## src/rtl/fp_align_ctrl.sv

```systemverilog
// fp_align_ctrl: exponent compare and significand alignment sequencer for the
// 32-bit FP adder. Picks the larger exponent, right-shifts the smaller
// significand by the exponent difference at most STEP bits per clock while
// accumulating guard/round/sticky, then offers both aligned significands to
// the mantissa add stage over a valid/ready handshake.
//
// state | meaning
// ------+---------------------------------------------------------------
// IDLE  | in_ready high, waiting for an operand pair
// CMP   | compare exponents, load significands, pick shift/flush/none
// SHIFT | shift smaller significand by min(rem, STEP), fold lost bits
// DONE  | out_valid high, outputs frozen until out_ready is sampled
module fp_align_ctrl #(
    parameter int EXP_WIDTH = 8,
    parameter int SIG_WIDTH = 24,
    parameter int STEP      = 4,
    localparam int W        = SIG_WIDTH + 3
) (
    input  logic                 clk,
    input  logic                 rst,
    input  logic                 in_valid,
    output logic                 in_ready,
    input  logic [EXP_WIDTH-1:0] a_exp,
    input  logic [EXP_WIDTH-1:0] b_exp,
    input  logic [SIG_WIDTH-1:0] a_sig,
    input  logic [SIG_WIDTH-1:0] b_sig,
    output logic                 out_valid,
    input  logic                 out_ready,
    output logic [EXP_WIDTH-1:0] exp_out,
    output logic [W-1:0]         big_sig,
    output logic [W-1:0]         small_sig,
    output logic                 a_is_small,
    output logic                 busy
);

    localparam logic [EXP_WIDTH-1:0] STEP_E = EXP_WIDTH'(STEP);

    typedef enum logic [1:0] {
        IDLE  = 2'd0,
        CMP   = 2'd1,
        SHIFT = 2'd2,
        DONE  = 2'd3
    } state_t;

    state_t               state;
    logic [EXP_WIDTH-1:0] a_exp_q;
    logic [EXP_WIDTH-1:0] b_exp_q;
    logic [SIG_WIDTH-1:0] a_sig_q;
    logic [SIG_WIDTH-1:0] b_sig_q;
    logic [EXP_WIDTH-1:0] rem;

    logic                 a_small_c;
    logic [EXP_WIDTH-1:0] big_exp_c;
    logic [EXP_WIDTH-1:0] diff_c;
    logic [SIG_WIDTH-1:0] big_c;
    logic [SIG_WIDTH-1:0] small_c;
    logic                 flush_c;

    logic [EXP_WIDTH-1:0] step_c;
    logic [EXP_WIDTH-1:0] rem_next_c;
    logic [W-1:0]         lost_mask_c;
    logic [W-1:0]         shifted_c;

    // Exponent compare on the latched operands; ties make operand a the small one.
    always_comb begin
        a_small_c = (a_exp_q <= b_exp_q);
        big_exp_c = a_exp_q;
        diff_c    = a_exp_q - b_exp_q;
        big_c     = a_sig_q;
        small_c   = b_sig_q;
        if (a_small_c) begin
            big_exp_c = b_exp_q;
            diff_c    = b_exp_q - a_exp_q;
            big_c     = b_sig_q;
            small_c   = a_sig_q;
        end
        // Differences of W or more shift every significand bit out; only sticky survives.
        flush_c = (32'(diff_c) >= W);
    end

    // One alignment step: shift by min(rem, STEP) and fold every dropped bit into sticky.
    always_comb begin
        step_c      = (rem < STEP_E) ? rem : STEP_E;
        rem_next_c  = rem - step_c;
        lost_mask_c = ~({W{1'b1}} << step_c);
        shifted_c   = small_sig >> step_c;
        shifted_c[0] = shifted_c[0] | small_sig[0] | (|(small_sig & lost_mask_c));
    end

    // Sequencer with registered handshake and datapath outputs.
    always_ff @(posedge clk) begin
        if (rst) begin
            state      <= IDLE;
            in_ready   <= 1'b1;
            out_valid  <= 1'b0;
            busy       <= 1'b0;
            exp_out    <= '0;
            big_sig    <= '0;
            small_sig  <= '0;
            a_is_small <= 1'b0;
            rem        <= '0;
            a_exp_q    <= '0;
            b_exp_q    <= '0;
            a_sig_q    <= '0;
            b_sig_q    <= '0;
        end else begin
            case (state)
                IDLE: begin
                    if (in_valid) begin
                        a_exp_q  <= a_exp;
                        b_exp_q  <= b_exp;
                        a_sig_q  <= a_sig;
                        b_sig_q  <= b_sig;
                        in_ready <= 1'b0;
                        busy     <= 1'b1;
                        state    <= CMP;
                    end
                end
                CMP: begin
                    a_is_small <= a_small_c;
                    exp_out    <= big_exp_c;
                    big_sig    <= {big_c, 3'b000};
                    rem        <= diff_c;
                    if (diff_c == '0) begin
                        small_sig <= {small_c, 3'b000};
                        out_valid <= 1'b1;
                        state     <= DONE;
                    end else if (flush_c) begin
                        small_sig <= {{(W-1){1'b0}}, |small_c};
                        out_valid <= 1'b1;
                        state     <= DONE;
                    end else begin
                        small_sig <= {small_c, 3'b000};
                        state     <= SHIFT;
                    end
                end
                SHIFT: begin
                    small_sig <= shifted_c;
                    rem       <= rem_next_c;
                    if (rem_next_c == '0) begin
                        out_valid <= 1'b1;
                        state     <= DONE;
                    end
                end
                DONE: begin
                    if (out_ready) begin
                        out_valid <= 1'b0;
                        in_ready  <= 1'b1;
                        busy      <= 1'b0;
                        state     <= IDLE;
                    end
                end
                default: begin
                    out_valid <= 1'b0;
                    in_ready  <= 1'b1;
                    busy      <= 1'b0;
                    state     <= IDLE;
                end
            endcase
        end
    end

endmodule

```

## config.mk

```make
export PLATFORM = sky130hd
export DESIGN_NAME = fp_align_ctrl
export DESIGN_NICKNAME = d
export VERILOG_FILES = /design/src/rtl/fp_align_ctrl.sv
export SDC_FILE = /design/constraint.sdc
export NUM_CORES = 1
export LEC_CHECK = 0
export CELL_PAD_IN_SITES_DETAIL_PLACEMENT = 1
export CELL_PAD_IN_SITES_GLOBAL_PLACEMENT = 2
export CORE_MARGIN = 8
export CORE_UTILIZATION = 34
export CTS_CLUSTER_DIAMETER = 80
export CTS_CLUSTER_SIZE = 16
export DETAILED_ROUTE_END_ITERATION = 10
export PLACE_DENSITY = 0.9
export SETUP_SLACK_MARGIN = 0.3
export SLEW_MARGIN = 30
export SYNTH_ARGS = -nofsm -noshare
export SYNTH_HDL_FRONTEND = slang
export SYNTH_SLANG_ARGS = --single-unit
```

## constraint.sdc

```tcl
create_clock -name clk -period 5.7 [get_ports clk]
set_clock_uncertainty 0.05 [all_clocks]
set_input_delay 1.14 -clock clk [delete_from_list [all_inputs] [get_ports clk]]
set_output_delay 1.14 -clock clk [all_outputs]
set_load 0.005 [all_outputs]
```

==> results.tsv, run 1 <==
metric	value	unit
crit path to	out_valid$_SDFFE_PP0P_	
CP bufs+invs	0	
initial antenna violation count	0	
Startpoint Class	register	
crit path from	rem[2]$_SDFFE_PP0P_	
P&R area growth vs syn	26.35	%
Final #Nets	1104	
post-synth cell types	63	
Critical Path Max Stage Delay	720	ps
fillers	2609	
grt ovf	0	
ANT nets after route	0	
Post-Route WL	25.18	mm
DIE WIDTH	165.2	um
Final Hold Viols	0	
CTS Hold Bufs	0	
final cell count without fillers	1307	
post-route clock period utilization	0.7016	
Hold Path Class	reg2reg	
# placed instances	1274	
Post-CTS Resized	0	
r2r worst-path depth	12	
RSZ-0062 raised after global routing	false	
Post-synth EDFFs	0	
die area	27270	um2
Slew headroom	0.3797	
# IOs	134	
share of layout cells above drive strength 1	0.1042	
R2R setup slack	1700	ps
crit-path most repeated cell	nor2_1	
yosys warns	0	
GRT Total Usage	0.1850	
f_max	250.1	MHz
Mapped Area	7564	um2
CTS Buffer Depth	2	
mean post-synth cell area	8.142	um2
pwr dens	582.1	nW/um2
worst-path cell chain	or4_4 -> or3_1 -> nand2_1 -> ha_1 -> nor2_1 -> nor2_1 -> a22oi_1 -> a2111oi_0 -> a2bb2oi_1 -> nand2b_1 -> a21oi_1 -> mux2_2	
Psw	0.002479	W
RR Endpoint	out_valid$_SDFFE_PP0P_	
Via density	5.399	
sw frac	0.4456	
Comb pwr share	0.534	
Post-synth top flop	dfxtp_1	
Worst-Skew Late Latency	440	ps
initial cell density of the core	0.3466	
post-synthesis sequential area ratio	0.3626	
Critical Path Stages	12	
CTS H-Tree Depth	4	
Synth Instances	929	
DR vias	7056	
CTS tree	built	
Max-Cap Viols	0	
CP max stage cell	or3_1	
Critical Path RT	5960	ps
setup TNS	0	ps
DPL Wire Length	17.74	mm
Final min period	3999	ps
clock share of power	0.199	
# DRC	0	
actual slew at the worst max-slew pin	930.4	ps
I/O Buffers	130	
FF+latch count, synth	137	
CTS sink count	137	
CTS buffer count	17	
Reg power frac	0.267	
Worst setup EP type	register	
Core Area	21820	um2
diode count	0	
kind of critical path	reg2reg	
Rows	54	
Leak	3.515	nW
asr flop ratio synth	0	
Root Driver	clkbuf_16	
vias in the first global route	7152	
arrival time worst endpoint	4260	ps
GP Congestion	0.8437	
worst reg2reg path startpoint	rem[2]$_SDFFE_PP0P_	
global-route wire length before repair	39.90	mm
VDD IR max	0.3962	mV
Reg clk slew, reported paths	60	ps
routed len/inst	19.27	um
DR pass1 iterations	6	
critical path peak fanout	28	
Die H	165.2	um
Setup Buffers After CTS	0	
initial drt markers	491	
status	complete, no violations	
# setup viols final	0	
Max Slew Vio Count	0	
largest net degree at the start of global routing	84	
total internal power	0.003084	W
delay-heaviest family, CP	simple AND/OR/NAND/NOR gates	
==> cell usage after synthesis, types with 2 or more instances <==
cell | n | area share
and2_1 | 2 | 0.0017
o21ai_0 | 10 | 0.0066
a21o_1 | 5 | 0.0050
conb_1 | 2 | 0.00099
ha_1 | 20 | 0.033
dfxtp_1 | 137 | 0.36
fa_1 | 2 | 0.0053
nor3_1 | 9 | 0.0060
a211oi_1 | 54 | 0.054
buf_4 | 4 | 0.0040
clkbuf_1 | 53 | 0.026
buf_2 | 10 | 0.0066
nor4b_1 | 2 | 0.0023
a22oi_1 | 7 | 0.0069
a21oi_1 | 129 | 0.085
o211ai_1 | 2 | 0.0020
nand4_1 | 5 | 0.0041
nor3_4 | 2 | 0.0043
nand3b_1 | 2 | 0.0020
or2_2 | 2 | 0.0017
mux4_2 | 19 | 0.057
mux2_2 | 28 | 0.042
nor2b_1 | 2 | 0.0017
nor2_1 | 91 | 0.045
a221oi_1 | 3 | 0.0035
nor4_1 | 8 | 0.0066
buf_1 | 6 | 0.0030
xnor2_1 | 6 | 0.0069
a31oi_1 | 3 | 0.0025
nand2_1 | 195 | 0.097
inv_1 | 21 | 0.010
nand2b_1 | 5 | 0.0041
nand3_1 | 6 | 0.0040
o21bai_1 | 2 | 0.0020
or4_1 | 2 | 0.0020
buf_6 | 3 | 0.0045
a32oi_1 | 3 | 0.0035
mux2i_1 | 42 | 0.056
==> cells in the final DEF (no fill, tap or decap), types with 4 or more instances in the layout <==
master / count
a211oi_1: 54
a21o_1: 5
a21oi_1: 129
a22oi_1: 7
buf_4: 10
clkbuf_16: 17
clkdlybuf4s50_1: 129
clkinvlp_4: 4
conb_1: 4
dfxtp_1: 136
ha_1: 18
inv_1: 21
inv_6: 4
inv_8: 4
mux2_2: 28
mux2i_1: 42
mux4_2: 19
nand2_1: 194
nand2b_1: 5
nand3_1: 6
nand4_1: 5
nor2_1: 91
nor3_1: 9
nor4_1: 8
o21ai_0: 10
xnor2_1: 6
==> tightest hold or removal path, stage by stage, from the launching register on <==
cell and delay [ps]:
dfxtp_1 320, nand2_1 60, a21oi_1 50
==> final cells by class <==
type / count / area (um2) / share of cell area
multi-input cells: 696 / 4419 / 0.4624
flip-flops and latches: 137 / 2744 / 0.2871
repair buffers: 140 / 1378 / 0.1441
clock buffers: 17 / 425.4 / 0.04451
well taps: 280 / 350.3 / 0.03666
clock inverters: 15 / 157.7 / 0.01650
inverters: 22 / 82.58 / 0.008641
==> kinds of logic after synthesis <==
kind of cell             count (synthesis)  share of synthesized area
AND/OR/NAND/NOR                        339                     0.1888
AO/OA/AOI/OAI                          236                     0.1932
flip-flops                             137                     0.3626
buffers and inverters                   98                    0.05525
multiplexers                            89                     0.1538
adder cells (fa/ha/maj)                 22                    0.03838
XOR/XNOR                                 6                   0.006948
other                                    2                  0.0009929
==> layer usage <==
layer  track usage  up-vias  part of all wire
met4       0.03645        0            0.0076
li1              -     3427                 -
met3       0.03446       15             0.050
met1        0.2664     3460              0.49
met2        0.2827      154              0.45
met5             0        -                 0
==> sequential cells by signal (all words and copies together), names as in the netlist, 2 cells and up <==
register	count
small_sig	27
a_sig_q	24
b_sig_q	24
big_sig	24
a_exp_q	8
b_exp_q	8
exp_out	8
rem	8
state	2
==> how the worst min path moves through the flow <==
stage | cells after the start | start | slack, ps | to
final | 2 | a_sig_q[16]$_SDFFE_PP0P_ | 430 | a_sig_q[16]$_SDFFE_PP0P_
after global routing | 2 | b_sig_q[16]$_SDFFE_PP0P_ | 450 | b_sig_q[16]$_SDFFE_PP0P_
after CTS | 2 | a_sig_q[17]$_SDFFE_PP0P_ | 430 | a_sig_q[17]$_SDFFE_PP0P_
after detailed placement | 2 | b_sig_q[15]$_SDFFE_PP0P_ | 420 | b_sig_q[15]$_SDFFE_PP0P_
after global placement | 2 | b_sig_q[13]$_SDFFE_PP0P_ | 400 | b_sig_q[13]$_SDFFE_PP0P_
after floorplan | 2 | a_sig_q[13]$_SDFFE_PP0P_ | 400 | a_sig_q[13]$_SDFFE_PP0P_
==> through the flow <==
| step | power (W) | worst slack, ps | util | hold slack (ps) | instance area (um2) |
|---|---|---|---|---|---|
| floorplan | 0.003539 | 2148 | - | 395.2 | 7571 |
| global placement | 0.004386 | 1880 | 0.4107 | 403.5 | 8962 |
| detailed placement | 0.004443 | 1739 | 0.4107 | 418.7 | 8962 |
| CTS | 0.005575 | 1735 | 0.4374 | 431.0 | 9545 |
| global route | 0.005957 | 1430 | 0.4379 | 446.3 | 9557 |
| finish | 0.005563 | 1701 | 0.4379 | 427.6 | 9557 |
==> power groups by stage <==
stage | Combinational [W] | Clock, W | Sequential, W
final | 0.00297 | 0.00111 | 0.00149
after global routing | 0.00326 | 0.00117 | 0.00153
after CTS | 0.00296 | 0.00113 | 0.00148
after detailed placement | 0.00294 | 0 | 0.00150
after global placement | 0.00290 | 0 | 0.00149
after floorplan | 0.00212 | 0 | 0.00142
(Power assumes the default switching activity.)
==> run 2, diff against run 1 <==
Settings changed: CORE_UTILIZATION 34 to 31, PLACE_DENSITY 0.9 to 0.83.
Clock period 5.7 ns to 4.1 ns, I/O delays scaled along.
==> results.tsv, run 2 (synthesized netlist as in run 1, its figures left out) <==
metric	value	unit
status	complete, no violations	
CTS Hold Bufs	0	
pwr dens	804.3	nW/um2
GRT Total Usage	0.1724	
post-route clock period utilization	0.8584	
total internal power	0.004269	W
DR pass1 iterations	4	
R2R setup slack	580	ps
CTS sink count	137	
Post-Route WL	25.60	mm
CTS buffer count	17	
Reg power frac	0.270	
P&R area growth vs syn	27.59	%
Max-Cap Viols	0	
setup TNS	0	ps
VDD IR max	0.3068	mV
grt ovf	0	
routed len/inst	18.89	um
storage element area	2744	um2
initial drt markers	396	
worst-path cell chain	or4_4 -> or3_1 -> nand2_1 -> ha_1 -> nor2_1 -> nor2_1 -> a22oi_1 -> a2111oi_0 -> a2bb2oi_1 -> nand2b_1 -> a21oi_1 -> mux2_2	
diode count	0	
Critical Path RT	4370	ps
DR vias	6985	
Startpoint Class	register	
worst reg2reg path startpoint	rem[2]$_SDFFE_PP0P_	
Reg clk slew, reported paths	70	ps
kind of critical path	reg2reg	
largest reg by FF count	small_sig	
RR Endpoint	out_valid$_SDFFE_PP0P_	
Comb pwr share	0.537	
die area	29650	um2
Hold Path Class	reg2reg	
Rows	57	
GP Congestion	0.8156	
DPL Wire Length	18.33	mm
# IOs	134	
CP bufs+invs	0	
crit-path most repeated cell	nor2_1	
number of flip-flops in the largest register	27	
largest net degree at the start of global routing	82	
Final min period	3519	ps
delay-heaviest family, CP	simple AND/OR/NAND/NOR gates	
Slew headroom	0.3692	
DIE WIDTH	172.2	um
commonest non-fill, non-tap cell in the layout	nand2_1	
global-route wire length before repair	40.02	mm
Die H	172.2	um
Multi-input gate area	4429	um2
actual slew at the worst max-slew pin	946.2	ps
Leak	3.544	nW
Min Hold Slack	422.8	ps
Final Hold Viols	0	
# DRC	0	
CTS Buffer Depth	2	
Root Driver	clkbuf_16	
vias in the first global route	6954	
Post-CTS Resized	0	
CTS H-Tree Depth	4	
Critical Path Max Stage Delay	610	ps
f_max	284.1	MHz
worst hold start	a_sig_q[14]$_SDFFE_PP0P_	
Worst-Skew Late Latency	430	ps
r2r worst-path depth	12	
Via density	5.155	
ANT nets after route	0	
# setup viols final	0	
sw frac	0.4500	
arrival time worst endpoint	3790	ps
I/O Buffers	130	
fillers	2865	
CTS tree	built	
Final #Nets	1108	
Core Area	24110	um2
share of layout cells above drive strength 1	0.1077	
clock share of power	0.193	
Worst Hold End	a_sig_q[14]$_SDFFE_PP0P_	
initial cell density of the core	0.3138	
Max Slew Vio Count	0	
RSZ-0062 raised after global routing	false	
hold depth	2	
initial antenna violation count	0	
Worst setup EP type	register	
Setup Buffers After CTS	0	
CP max stage cell	or4_4	
Psw	0.003493	W
commonest cells after routing, fill and taps aside	nand2_1 (194), dfxtp_1 (136), a21oi_1 (129), clkdlybuf4s50_1 (129), nor2_1 (91)	
critical path peak fanout	10	
==> run 2: layout make-up <==
cell class,instances,share of cell area
Clock buffer,17,0.04408
Clock inverter,15,0.01530
Inverter,22,0.008557
Multi-Input combinational cell,696,0.4590
Sequential cell,137,0.2843
Tap cell,324,0.04201
Timing Repair Buffer,144,0.1468
==> run 2: through the flow <==
| step | total power, W | util | instance area [um2] | worst slack, ps | instances |
|---|---|---|---|---|---|
| after detailed placement | 0.006290 | 0.3762 | 9067 | 571.0 | 1323 |
| after global routing | 0.008330 | 0.4003 | 9651 | 332.5 | 1355 |
| after global placement | 0.006236 | 0.3762 | 9067 | 629.1 | 1323 |
| after CTS | 0.007825 | 0.3999 | 9641 | 556.7 | 1355 |
| after floorplan | 0.004921 | - | 7571 | 547.9 | 931 |
| final | 0.007762 | 0.4003 | 9651 | 580.6 | 1355 |
==> run 2: power by group through the flow <==
stage	logic, W	clock network (W)	registers [W]
floorplan	0.00295	0	0.00197
global placement	0.00412	0	0.00212
detailed placement	0.00417	0	0.00212
CTS	0.00420	0.00153	0.00209
global route	0.00458	0.00159	0.00215
finish	0.00417	0.00150	0.00210
==> run 2: metal layers <==
metal  share of wire  GRT usage  vias to the layer above
li1                -          -                     3427
met1            0.50     0.2492                     3359
met2            0.43     0.2527                      178
met3           0.058    0.03836                       21
met4           0.013    0.04685                        0
met5               0          0                        -
==> run 2: worst reg2reg max path, delay by kind of cell (launching register included) <==
kind,cells,cell delay (ps)
muxes,1,340
DFF,1,410
and+or+nand+nor,6,1350
AOI/OAI and AO/OA,4,1070
adders and majority gates,1,200
==> run 2: worst max-delay path by stage <==
| stage | start | endpoint | slack, ps | cells after the start |
|---|---|---|---|---|
| 2_1_floorplan | rem[2]$_SDFFE_PP0P_ | out_valid$_SDFFE_PP0P_ | 550 | 15 |
| 3_3_place_gp | rem[2]$_SDFFE_PP0P_ | out_valid$_SDFFE_PP0P_ | 630 | 12 |
| 3_5_place_dp | rem[2]$_SDFFE_PP0P_ | out_valid$_SDFFE_PP0P_ | 570 | 12 |
| 4_1_cts | rem[2]$_SDFFE_PP0P_ | out_valid$_SDFFE_PP0P_ | 560 | 12 |
| 5_1_grt | rem[2]$_SDFFE_PP0P_ | out_valid$_SDFFE_PP0P_ | 330 | 12 |
| 6_report | rem[2]$_SDFFE_PP0P_ | out_valid$_SDFFE_PP0P_ | 580 | 12 |
==> run 3, diff against run 2 <==
Settings changed: HOLD_SLACK_MARGIN from default to 0.05.
==> results of run 3 <==
Same layout as run 2: the final DEF is identical, and so are final timing and power.
